$ cat src/rtl/alwr_demux_axis_fifo.sv
// ---------------------------------------------------------------------------
// alwr_demux_axis_fifo
//
// Purpose:
//   Steers each accepted AL write into one of ADDR_TOTAL small FIFOs chosen by
//   the word address. Every FIFO feeds its own AXIS master lane, and each lane
//   can back-pressure on its own. Writes to unmapped word addresses
//   (address >= ADDR_TOTAL) are always accepted and thrown away.
//
// Ports:
//   clk            - sole clock
//   rst            - asynchronous, active-high reset
//   s_al_waddr     - word address (byte-address LSBs already dropped)
//   s_al_wdata     - write data
//   s_al_wvalid    - write valid
//   s_al_wready    - write accepted; 0 while rst or when the target FIFO is full
//   mn_axis_data   - lane i data at [i*DATA_WIDTH +: DATA_WIDTH] (FIFO head)
//   mn_axis_valid  - per-lane valid (FIFO not empty)
//   mn_axis_ready  - per-lane ready from the downstream consumers
//   drop_cnt       - number of writes to unmapped addresses (saturating)
//
// Configuration:
//   ALWR_DEMUX_AXIS_DROP_CNT_EN - when defined, drop_cnt counts accepted
//   unmapped writes and saturates at 16'hFFFF. When undefined, drop_cnt is
//   tied to zero and no counter is built.
// ---------------------------------------------------------------------------
module alwr_demux_axis_fifo #(
   parameter int DATA_BITS       = 2,
   parameter int DATA_WIDTH      = 8 << DATA_BITS,
   parameter int ADDR_TOTAL      = 2,
   parameter int ADDR_WIDTH      = $clog2(ADDR_TOTAL) + DATA_BITS,
   parameter int FIFO_DEPTH_BITS = 1
) (
   input  logic                             clk,
   input  logic                             rst,
   input  logic [ADDR_WIDTH-1:DATA_BITS]    s_al_waddr,
   input  logic [DATA_WIDTH-1:0]            s_al_wdata,
   input  logic                             s_al_wvalid,
   output logic                             s_al_wready,
   output logic [ADDR_TOTAL*DATA_WIDTH-1:0] mn_axis_data,
   output logic [ADDR_TOTAL-1:0]            mn_axis_valid,
   input  logic [ADDR_TOTAL-1:0]            mn_axis_ready,
   output logic [15:0]                      drop_cnt
);

   localparam int DEPTH = 1 << FIFO_DEPTH_BITS;

   // A count equal to the depth means full; the count is one bit wider than
   // the pointers so that this value is representable.
   localparam logic [FIFO_DEPTH_BITS:0] FULL_CNT = {1'b1, {FIFO_DEPTH_BITS{1'b0}}};

   logic [FIFO_DEPTH_BITS-1:0] wptr_q [ADDR_TOTAL];
   logic [FIFO_DEPTH_BITS-1:0] wptr_d [ADDR_TOTAL];
   logic [FIFO_DEPTH_BITS-1:0] rptr_q [ADDR_TOTAL];
   logic [FIFO_DEPTH_BITS-1:0] rptr_d [ADDR_TOTAL];
   logic [FIFO_DEPTH_BITS:0]   cnt_q  [ADDR_TOTAL];
   logic [FIFO_DEPTH_BITS:0]   cnt_d  [ADDR_TOTAL];
   logic [DATA_WIDTH-1:0]      mem_q  [ADDR_TOTAL][DEPTH];
   logic [DATA_WIDTH-1:0]      mem_d  [ADDR_TOTAL][DEPTH];

   logic [31:0]           waddr_ext;
   logic                  mapped;
   logic                  accept;
   logic [ADDR_TOTAL-1:0] hit;
   logic [ADDR_TOTAL-1:0] full;
   logic [ADDR_TOTAL-1:0] empty;
   logic [ADDR_TOTAL-1:0] push;
   logic [ADDR_TOTAL-1:0] pop;

   // Widen the word address so the mapped test works for any ADDR_WIDTH,
   // including addresses wider than the minimum needed for ADDR_TOTAL lanes.
   assign waddr_ext = 32'(s_al_waddr);
   assign mapped    = waddr_ext < 32'(ADDR_TOTAL);

   // One-hot lane select plus per-lane status derived only from the
   // registered counts, so wready never depends on downstream ready.
   always_comb begin
      hit   = '0;
      full  = '0;
      empty = '0;
      for (int i = 0; i < ADDR_TOTAL; i++) begin
         hit[i]   = mapped && (waddr_ext == 32'(i));
         full[i]  = (cnt_q[i] == FULL_CNT);
         empty[i] = (cnt_q[i] == '0);
      end
   end

   // Unmapped writes see no hit and are therefore always ready; a full target
   // lane refuses the write even if it is popping in this same cycle.
   assign s_al_wready = !rst && !(|(hit & full));
   assign accept      = s_al_wvalid && s_al_wready;

   // Push/pop strobes per lane, then next-state pointers, counts and storage.
   always_comb begin
      push  = '0;
      pop   = '0;
      mem_d = mem_q;
      for (int i = 0; i < ADDR_TOTAL; i++) begin
         push[i]   = accept && hit[i];
         pop[i]    = !empty[i] && mn_axis_ready[i];
         wptr_d[i] = wptr_q[i];
         rptr_d[i] = rptr_q[i];
         cnt_d[i]  = cnt_q[i];
         if (push[i]) begin
            wptr_d[i]             = wptr_q[i] + 1'b1;
            mem_d[i][wptr_q[i]]   = s_al_wdata;
         end
         if (pop[i]) begin
            rptr_d[i] = rptr_q[i] + 1'b1;
         end
         case ({push[i], pop[i]})
            2'b10:   cnt_d[i] = cnt_q[i] + 1'b1;
            2'b01:   cnt_d[i] = cnt_q[i] - 1'b1;
            default: cnt_d[i] = cnt_q[i];
         endcase
      end
   end

   // Pointer and occupancy registers; reset empties every lane at once.
   always_ff @(posedge clk or posedge rst) begin
      if (rst) begin
         for (int i = 0; i < ADDR_TOTAL; i++) begin
            wptr_q[i] <= '0;
            rptr_q[i] <= '0;
            cnt_q[i]  <= '0;
         end
      end else begin
         for (int i = 0; i < ADDR_TOTAL; i++) begin
            wptr_q[i] <= wptr_d[i];
            rptr_q[i] <= rptr_d[i];
            cnt_q[i]  <= cnt_d[i];
         end
      end
   end

   // FIFO storage carries no reset: its contents only matter while the
   // matching count is non-zero.
   always_ff @(posedge clk) begin
      mem_q <= mem_d;
   end

   // Each lane presents its head entry; valid follows the registered count.
   always_comb begin
      mn_axis_data  = '0;
      mn_axis_valid = '0;
      for (int i = 0; i < ADDR_TOTAL; i++) begin
         mn_axis_data[i*DATA_WIDTH +: DATA_WIDTH] = mem_q[i][rptr_q[i]];
         mn_axis_valid[i]                         = !empty[i];
      end
   end

`ifdef ALWR_DEMUX_AXIS_DROP_CNT_EN
   logic [15:0] drop_cnt_q;
   logic [15:0] drop_cnt_d;

   // Count accepted unmapped writes, holding at all-ones instead of wrapping.
   always_comb begin
      drop_cnt_d = drop_cnt_q;
      if (accept && !mapped && (drop_cnt_q != 16'hFFFF)) begin
         drop_cnt_d = drop_cnt_q + 16'd1;
      end
   end

   // The drop counter clears only on reset.
   always_ff @(posedge clk or posedge rst) begin
      if (rst) begin
         drop_cnt_q <= '0;
      end else begin
         drop_cnt_q <= drop_cnt_d;
      end
   end

   assign drop_cnt = drop_cnt_q;
`else
   assign drop_cnt = 16'h0000;
`endif

endmodule

$ cat config.mk
export PLATFORM = sky130hd
export DESIGN_NAME = alwr_demux_axis_fifo
export DESIGN_NICKNAME = d
export VERILOG_FILES = /design/src/rtl/alwr_demux_axis_fifo.sv
export SDC_FILE = /design/constraint.sdc
export NUM_CORES = 1
export LEC_CHECK = 0
export ABC_CLOCK_PERIOD_IN_PS = 2700
export CORE_AREA = 2 2 93 140
export CTS_CLUSTER_DIAMETER = 120
export CTS_CLUSTER_SIZE = 30
export DETAILED_ROUTE_END_ITERATION = 10
export DIE_AREA = 0 0 95 142
export PLACE_DENSITY = 0.82
export SYNTH_ARGS = -nofsm -noshare
export SYNTH_HDL_FRONTEND = slang
export SYNTH_SLANG_ARGS = --single-unit
$ cat constraint.sdc
create_clock -name clk -period 2.7 [get_ports clk]
set_clock_uncertainty 0.1 [all_clocks]
set_input_delay 0.27 -clock clk [delete_from_list [all_inputs] [get_ports clk]]
set_output_delay 0.27 -clock clk [all_outputs]
set_load 0.005 [all_outputs]
Yosys cells after proc, flatten, opt, wreduce, memory -nomap -nowiden
Index checks and enable logic that the tools add are counted.

Add/sub/neg operators: 8. Multiplexer cells: 14. Reductions and logical operators: 20. Bitwise operators: 5. Eq/ne operators: 6. Magnitude comparators: 7.

Operators with widths (count): 32-bit 2-to-1 mux (8); 64-bit bitwise mux (2); 32-bit demux with 1-bit select (2); 32-bit logical NOT (1); 1-bit logical AND (10); 2-bit == test (second input constant) (4); 2-bit >= comparator (second input constant) (4); 1-bit NOT with 2-bit output (4); 2-bit one-hot mux with 2 select lines (2); 1-bit adder (second input constant) (4); 2-bit by 1-bit adder with 2-bit output (second input constant) (2); 2-bit by 1-bit == test with 1-bit output (second input constant) (2); 1-bit logical NOT (4); 2-bit logical NOT (2); 2-bit by 1-bit less-than comparator with 1-bit output (second input constant) (2); 2-bit nonzero test (2); 2-bit by 1-bit subtractor with 2-bit output (second input constant) (2); 2-bit AND (1); 1-bit by 2-bit less-than comparator with 1-bit output (second input constant) (1); 2-bit OR reduction (1).

Input bits: 38. Flip-flop bits (word level): 136. Word-level logic and storage cells: 70.

Depth between registers and ports, before layout
Depth after elaboration: 10. Depth in mapped cells: 6. Gate-level depth less buffers: 6.

Worst setup path before layout
No wires, ideal clock.

Kind: register to register. Start point: reg cnt_q[0] (netlist bit). End point: reg mem_q[0] (netlist bit) (enable). Arrival time: 2013 ps. Buffers on the path: 0. Slack: 166 ps. Cell stages (with the launch flop): 4. Cells stage by stage: dfrtp_1 nand2b_1 nand3_2 nor2_1.

Cells in the longest elaborated chain, start to end: 7.

Ends and longest elaborated chain: start: declaration (RTL line 56) `logic [FIFO_DEPTH_BITS:0] cnt_q [ADDR_TOTAL];`; start signal: indexed assignment (RTL line 131) `cnt_q[i] <= cnt_d[i];`; 2-bit == test (RTL line 83) `full[i] = (cnt_q[i] == FULL_CNT);`; 2-bit AND (RTL line 90) `assign s_al_wready = !rst && !(|(hit & full));`; 2-bit OR reduction (RTL line 90); 1-bit logical NOT (RTL line 90); 1-bit logical AND (RTL line 90); 1-bit logical AND (RTL line 91) `assign accept = s_al_wvalid && s_al_wready;`; 1-bit logical AND (RTL line 99) `push[i] = accept && hit[i];`; end signal: assignment (RTL line 139) `mem_q <= mem_d;`; end: declaration (RTL line 58) `logic [DATA_WIDTH-1:0] mem_q [ADDR_TOTAL][DEPTH];`.

Every way passes these cells. A chain may end at the register's enable or synchronous reset.

Worst setup path in the final report
Start point: reg rptr_q[1] (netlist bit). End point: out mn_axis_data[18].

Cells in the longest elaborated chain, start to end: 4.

Ends and longest elaborated chain: start: declaration (RTL line 54) `logic [FIFO_DEPTH_BITS-1:0] rptr_q [ADDR_TOTAL];`; start signal: indexed assignment (RTL line 130) `rptr_q[i] <= rptr_d[i];`; 1-bit NOT with 2-bit output (not written as such) (RTL line 147) `mn_axis_data[i*DATA_WIDTH +: DATA_WIDTH] = mem_q[i][rptr_q[i]];`; 32-bit 2-to-1 mux (not written as such) (3 in a row) (RTL line 147); end: declaration (RTL line 40) `output logic [ADDR_TOTAL*DATA_WIDTH-1:0] mn_axis_data,`.

Every way passes these cells. The select of a mux whose other input is x is not followed.

==> run metrics <==
met1 track demand over resource in global routing=14.5%; Tmin final=2.48 ns; top-level port count=121; clock tree from TritonCTS=built; count of flip-flops with a built-in enable after synthesis=128; series of cell instances along the critical path=buf_12 > mux2_2 > clkdlybuf4s50_1; area of the core=12300 um^2; clock sink count=approximately 140; DP Worst Slack=0.610 ns; flip-flop cell with the highest count after synthesis=edfxtp_1; kind of cell adding the most delay to the critical path=buffers and inverters; share of cells above drive strength 1=27.5%; Resized cells post-CTS=0; element type at the critical path end=primary output; grt total ovfl=0; Setup Total Neg Slack=0 ns; worst setup path category=reg -> out; Port Buffers=104; antenna cells=0; Gate Count Post-Synth=~260; number of nets in the final layout=424; vias in the first global route=2796; Synth area leader=edfxtp_1; worst flop-to-flop path endpoint=cnt_q[1]; area of the mapped netlist=5420 um^2; largest net degree at the start of global routing=21; worst path setup slack after routing=roughly 0.22 ns; most numerous cell types in the synthesized netlist=edfxtp_1 (128), mux2_4 (58), buf_4 (16), dfrtp_1 (8); design area=7200 um^2; most crowded layer after global routing=met2; layout overhead on the synthesized area=32.9%; met3 Track Usage GR=4.82%; number of buffers added to fix hold violations after cts=0; most used standard cell by instance count after synthesis=edfxtp_1; simple-gate portion of the synthesized area=around 1.8%; launch point of the worst reg-to-reg path=cnt_q[0]; clock transition at the registers of the reported paths=0.05 ns; total length of routed wires=9660 um; buffering stage count on the worst path with inverters included=2; share of flip-flops with an asynchronous set or reset=roughly 5.9%; die area=13500 um^2; syn avg cell area=roughly 21 um^2; Initial Util=between 40% and 50%; delay contributed by the slowest stage of the critical path=0.65 ns; count of pins over their slew limit=0; number of antenna-violating nets in the routed design=0; Setup crit start=rptr_q[1]; number of cells on the critical path=3; setup slack on the worst flop-to-flop path=1.02 ns; clock tree root driver cell=clkbuf_16; power density normalized to cell area=939 nW/um^2; RePlAce Congestion=slightly below 0.7; Final Hold Fails=0; total clock buffers created by CTS=17; crit path to=mn_axis_data[18]; per-cell routed wire length=17.5 um; share of the synthesized area in the top cell type=71.0%; post-synth cell types=20; row count=50; iteration-0 DRC count of the detailed router=111; path class of the lowest-slack min-delay path=in -> async; count of buffers added by post-CTS timing repair for setup=0; slowest stage cell on the critical path=dfrtp_2; sequential cell area fraction in the yosys report=74.7%; flip-flop and latch count after synthesis=136; cells taking the most area after synthesis=edfxtp_1 (71%), mux2_4 (16%), dfrtp_1 (3.7%); GRT Util Overall=15.0%; unrepaired setup endpoints after global routing=false; arrival time reported for the critical path endpoint=2.11 ns; synthesized-area fraction occupied by ao, oa, aoi and oai cells=0.0924%; global-route wire length before repair=roughly 14000 um; kind of launch point of the worst setup path=flip-flop; main combinational cell family by area after synthesis=multiplexers; number of warning messages in the yosys log=0; Clock Latency Late Sink=0.40 ns; Die X-Extent=95 um; Max FO, Critical Path=20; die extent in y=~140 um; residual DRC count=0; number of vias after detailed routing=2570; Finish-stage setup viols=0; maximum buffer depth of the clock tree=2; share of synthesized cell area in full adder, half adder and majority cells=0.462%; post-DP HPWL=between 6000 and 7000 um; Leak=0.00265 uW; Placed Area=6650 um^2; total number of H-tree levels=4; number of iterations in the first detailed-routing pass=4; post-layout total power=slightly below 7000 uW; routed vias/inst=4.65; antenna violations before repair=0; post-synthesis xor/xnor area fraction=~1.6%; max-capacitance violation count=0; Fmax=0.403 GHz; multiplexer share of the synthesized area=between 10% and 20%; met2 usage=28.3%; result of the run=completed; ratio of final minimum period to clock period=91.8%; highest ir drop seen on vdd=0.520 mV; length in cells of the worst reg-to-reg path=5; Data required, critical path=2.33 ns
## cell type report
type | count | area, um^2
fill | 909 | 5130
sequential | 136 | 4050
multi-input combinational | 110 | 1240
timing repair buffer | 115 | 1150
clock buffer | 20 | 437
tap | 156 | 195
clock inverter | 12 | 109
inverter | 4 | 15.0
## state kept, by name, indices dropped and copies added, names as in the netlist
name    cells
mem_q     128
cnt_q       4
rptr_q      2
wptr_q      2
## worst min path at each step
stage,to,slack [ns],cells past startpoint
4_1_cts,cnt_q[1],0.08,2
3_3_place_gp,cnt_q[3],0.37,1
3_5_place_dp,cnt_q[3],0.40,1
5_1_grt,cnt_q[1],0.13,2
2_1_floorplan,cnt_q[0],-0.01,1
6_report,cnt_q[1],0.09,2
## routing by layer
metal	vias up	part of all wire [%]
met3	11	4.6
met5	-	0
met1	1284	35
met4	0	1.5
met2	78	59
li1	1197	-
## power by group
part	switching (uW)	leakage [uW]	internal, uW
logic	675	0.00114	1280
clock network	756	0.000261	1330
registers	188	0.00125	2520
## cell usage in the layout, fill, tap and decap left out, drive strengths merged
| cell | synthesis | routed |
|---|---|---|
| ha | 2 | 2 |
| clkdlybuf4s50 | 0 | 104 |
| or2 | 2 | 2 |
| nand2b | 2 | 2 |
| conb | 1 | 16 |
| nand2 | 2 | 2 |
| nand3 | 2 | 2 |
| xor2 | 4 | 4 |
| inv | 4 | 4 |
| mux2 | 64 | 64 |
| buf | 24 | 11 |
| bufinv | 0 | 2 |
| nor2b | 1 | 1 |
| xnor2 | 6 | 6 |
| dfrtp | 8 | 8 |
| a21oi | 1 | 1 |
| clkinv | 0 | 8 |
| nor2 | 6 | 6 |
| clkinvlp | 0 | 2 |
| and2 | 2 | 2 |
| clkbuf | 0 | 20 |
| edfxtp | 128 | 128 |
## through the flow
stage               hold slack (ns)  utilization, %  cells
finish                       0.0944            58.4    553
global route                  0.131            58.4    553
CTS                          0.0803            58.4    553
detailed placement            0.402            54.0    521
global placement              0.373            54.0    521
floorplan                   -0.0143               -    274
## kinds of logic (layout without fill, tap and decap cells)
group / after synthesis / count (layout)
flops: 136 / 136
xor+xnor: 10 / 10
fa+ha+maj: 2 / 2
buf+inv: 28 / 151
other cells: 1 / 16
compound gates: 1 / 1
simple gates: 17 / 17
mux: 64 / 64
Power figures use the tool's default switching activity.
==> edit (same flow settings) <==
`DATA_BITS`: 2 -> 1.
--- a/src/rtl/alwr_demux_axis_fifo.sv
+++ b/src/rtl/alwr_demux_axis_fifo.sv
@@ -25,7 +25,7 @@
 //   tied to zero and no counter is built.
 // ---------------------------------------------------------------------------
 module alwr_demux_axis_fifo #(
-   parameter int DATA_BITS       = 2,
+   parameter int DATA_BITS       = 1,
    parameter int DATA_WIDTH      = 8 << DATA_BITS,
    parameter int ADDR_TOTAL      = 2,
    parameter int ADDR_WIDTH      = $clog2(ADDR_TOTAL) + DATA_BITS,
Ports: changed (resized mn_axis_data and s_al_wdata); port bits go from 121 to 73. No check against the original RTL was run, so the function may have changed too.
==> edit against the unedited design <==
Sequential cell count fell by 64. Power fell by 46%. Combinational power fell by 45%. Worst setup slack improved by 0.29 ns. Cell area fell by 45%. Wire length fell by 45%. Area after synthesis fell by 45%.
==> edit: results (changes against the unedited design) <==
{| class="wikitable"
! Metric !! Value
|-
| Cell types occupying the most area after synthesis || sky130_fd_sc_hd__edfxtp_1 (65%), sky130_fd_sc_hd__mux2_4 (9.1%), sky130_fd_sc_hd__dfrtp_1 (6.8%)
|-
| Minimum setup slack in the final design || 0.515 ns (+0.295 ns)
|-
| Maximum level of the CTS H-tree || 3 (-1)
|-
| Most numerous cell types in the synthesized netlist || sky130_fd_sc_hd__edfxtp_1 (64), sky130_fd_sc_hd__mux2_4 (18), sky130_fd_sc_hd__buf_4 (16)
|-
| Pre-CTS setup slack || 0.702 ns (+0.0927 ns)
|-
| Critical path arrival || 1.81 ns (-0.30 ns)
|-
| DR pass1 iterations || 2 (-2)
|-
| Overall routed net length || 5310 µm (-45%)
|-
| Multiplexer fraction of the synthesized cell area || 0.145 (-0.0285)
|-
| Worst-path maximum fanout || 16 (-20%)
|-
| Switching portion of total power || 0.252 (+0.0123)
|-
| Adder-cell share of the synthesized area || 0.00847 (+0.00385)
|-
| Iter 0 DRT Violations || 32 (-71%)
|-
| Weighted congestion reported at the end of routability-driven placement || 0.677 (-2.7%)
|-
| Worst path slowest cell || sky130_fd_sc_hd__clkdlybuf4s50_1
|-
| Fill count || 1,185 (+30%)
|-
| Worst stage delay on the critical path || 0.48 ns (-0.17 ns)
|-
| Timing endpoint of the critical path || mn_axis_data[1]
|-
| Biggest registers after layout || mem_q (64), cnt_q (4)
|-
| Final count of negative-setup-slack endpoints || 0 (unchanged)
|-
| Number of synthesized flops with an enable pin || 64 (-50%)
|-
| R2r setup slk || 1.05 ns (+0.03 ns)
|-
| P_leak || 1.43 nW (-46%)
|-
| Share of layout cells above drive strength 1 || 0.224 (-0.0504)
|-
| Aggregate global-route resource usage || 0.0814 (-0.0681)
|-
| Via count of the first global-routing pass || 1,468 (-47%)
|-
| Total CTS buffers || 9 (-8)
|-
| Worst skew pair latency || 0.32 ns (-0.08 ns)
|-
| Pin count of the biggest net entering global routing || 18 (-14%)
|-
| Launch instance of the worst register-to-register path || cnt_q[2]
|-
| Dpl hpwl || 3760 µm (-44%)
|-
| Proportion of synthesized flip-flops having asynchronous set or reset || 0.111 (+0.0523)
|-
| NumNets Final || 251 (-41%)
|-
| Post-synthesis share of cell area spent on xor and xnor gates || 0.0296 (+0.0135)
|-
| Vias || 1,438 (-44%)
|-
| Capture point of the worst reg-to-reg path || cnt_q[3]
|-
| Outcome || finished, final reports clean
|-
| Count of port buffers added during placement || 56 (-46%)
|-
| Post-CTS repair timing setup buffer count || 0 (unchanged)
|-
| First-pass GRT wire length || 7760 µm (-46%)
|-
| Share of synthesized area occupied by flip-flops and latches || 0.718 (-0.0287)
|}
-- edit: worst min-delay path by stage --
stage                     startpoint         to  slack, ns  cells after the start
after detailed placement   rptr_q[1]  rptr_q[1]       0.37                      1
after global routing             rst   cnt_q[2]       0.20                      2
after CTS                        rst   cnt_q[2]       0.18                      2
after global placement     rptr_q[1]  rptr_q[1]       0.36                      1
final                            rst   cnt_q[2]       0.16                      2
after floorplan                  rst   cnt_q[0]      -0.01                      1
-- edit: power by group through the flow --
stage / Sequential (W) / Clock, W / Combinational [W]
floorplan: 0.00143 / 0 / 0.000665
global placement: 0.00144 / 0 / 0.00108
detailed placement: 0.00145 / 0 / 0.00110
CTS: 0.00142 / 0.00118 / 0.00111
global route: 0.00144 / 0.00124 / 0.00116
finish: 0.00142 / 0.00115 / 0.00107
-- edit: kinds of logic after synthesis --
family,Yosys count
flip-flops,72
multiplexers,32
buffers and inverters,24
AND/OR/NAND/NOR,17
XOR/XNOR,10
adder cells (fa/ha/maj),2
other,1
AO/OA/AOI/OAI,1
-- edit: layout make-up --
class	instances	share of cell area
flip-flops and latches	72	0.537
multi-input cells	78	0.182
repair buffers	62	0.153
clock buffers	9	0.0570
well taps	156	0.0494
clock inverters	7	0.0180
inverters	4	0.00380
-- edit: layer usage --
layer | track usage | vias to the layer above | part of all wire
met5 | 0 | - | 0
met4 | 0.0297 | 0 | 0.015
met3 | 0.0365 | 6 | 0.060
met2 | 0.150 | 60 | 0.55
met1 | 0.0774 | 687 | 0.37
li1 | - | 685 | -
-- edit: per-stage QoR --
stage	std cells	power, W	hold WS [ns]	instance area (µm²)	util
finish	388	0.00364	0.159	3950	0.321
global route	388	0.00384	0.198	3950	0.321
CTS	388	0.00371	0.179	3950	0.321
detailed placement	372	0.00255	0.371	3660	0.297
global placement	372	0.00252	0.361	3660	0.297
floorplan	174	0.00209	-0.0143	3010	-
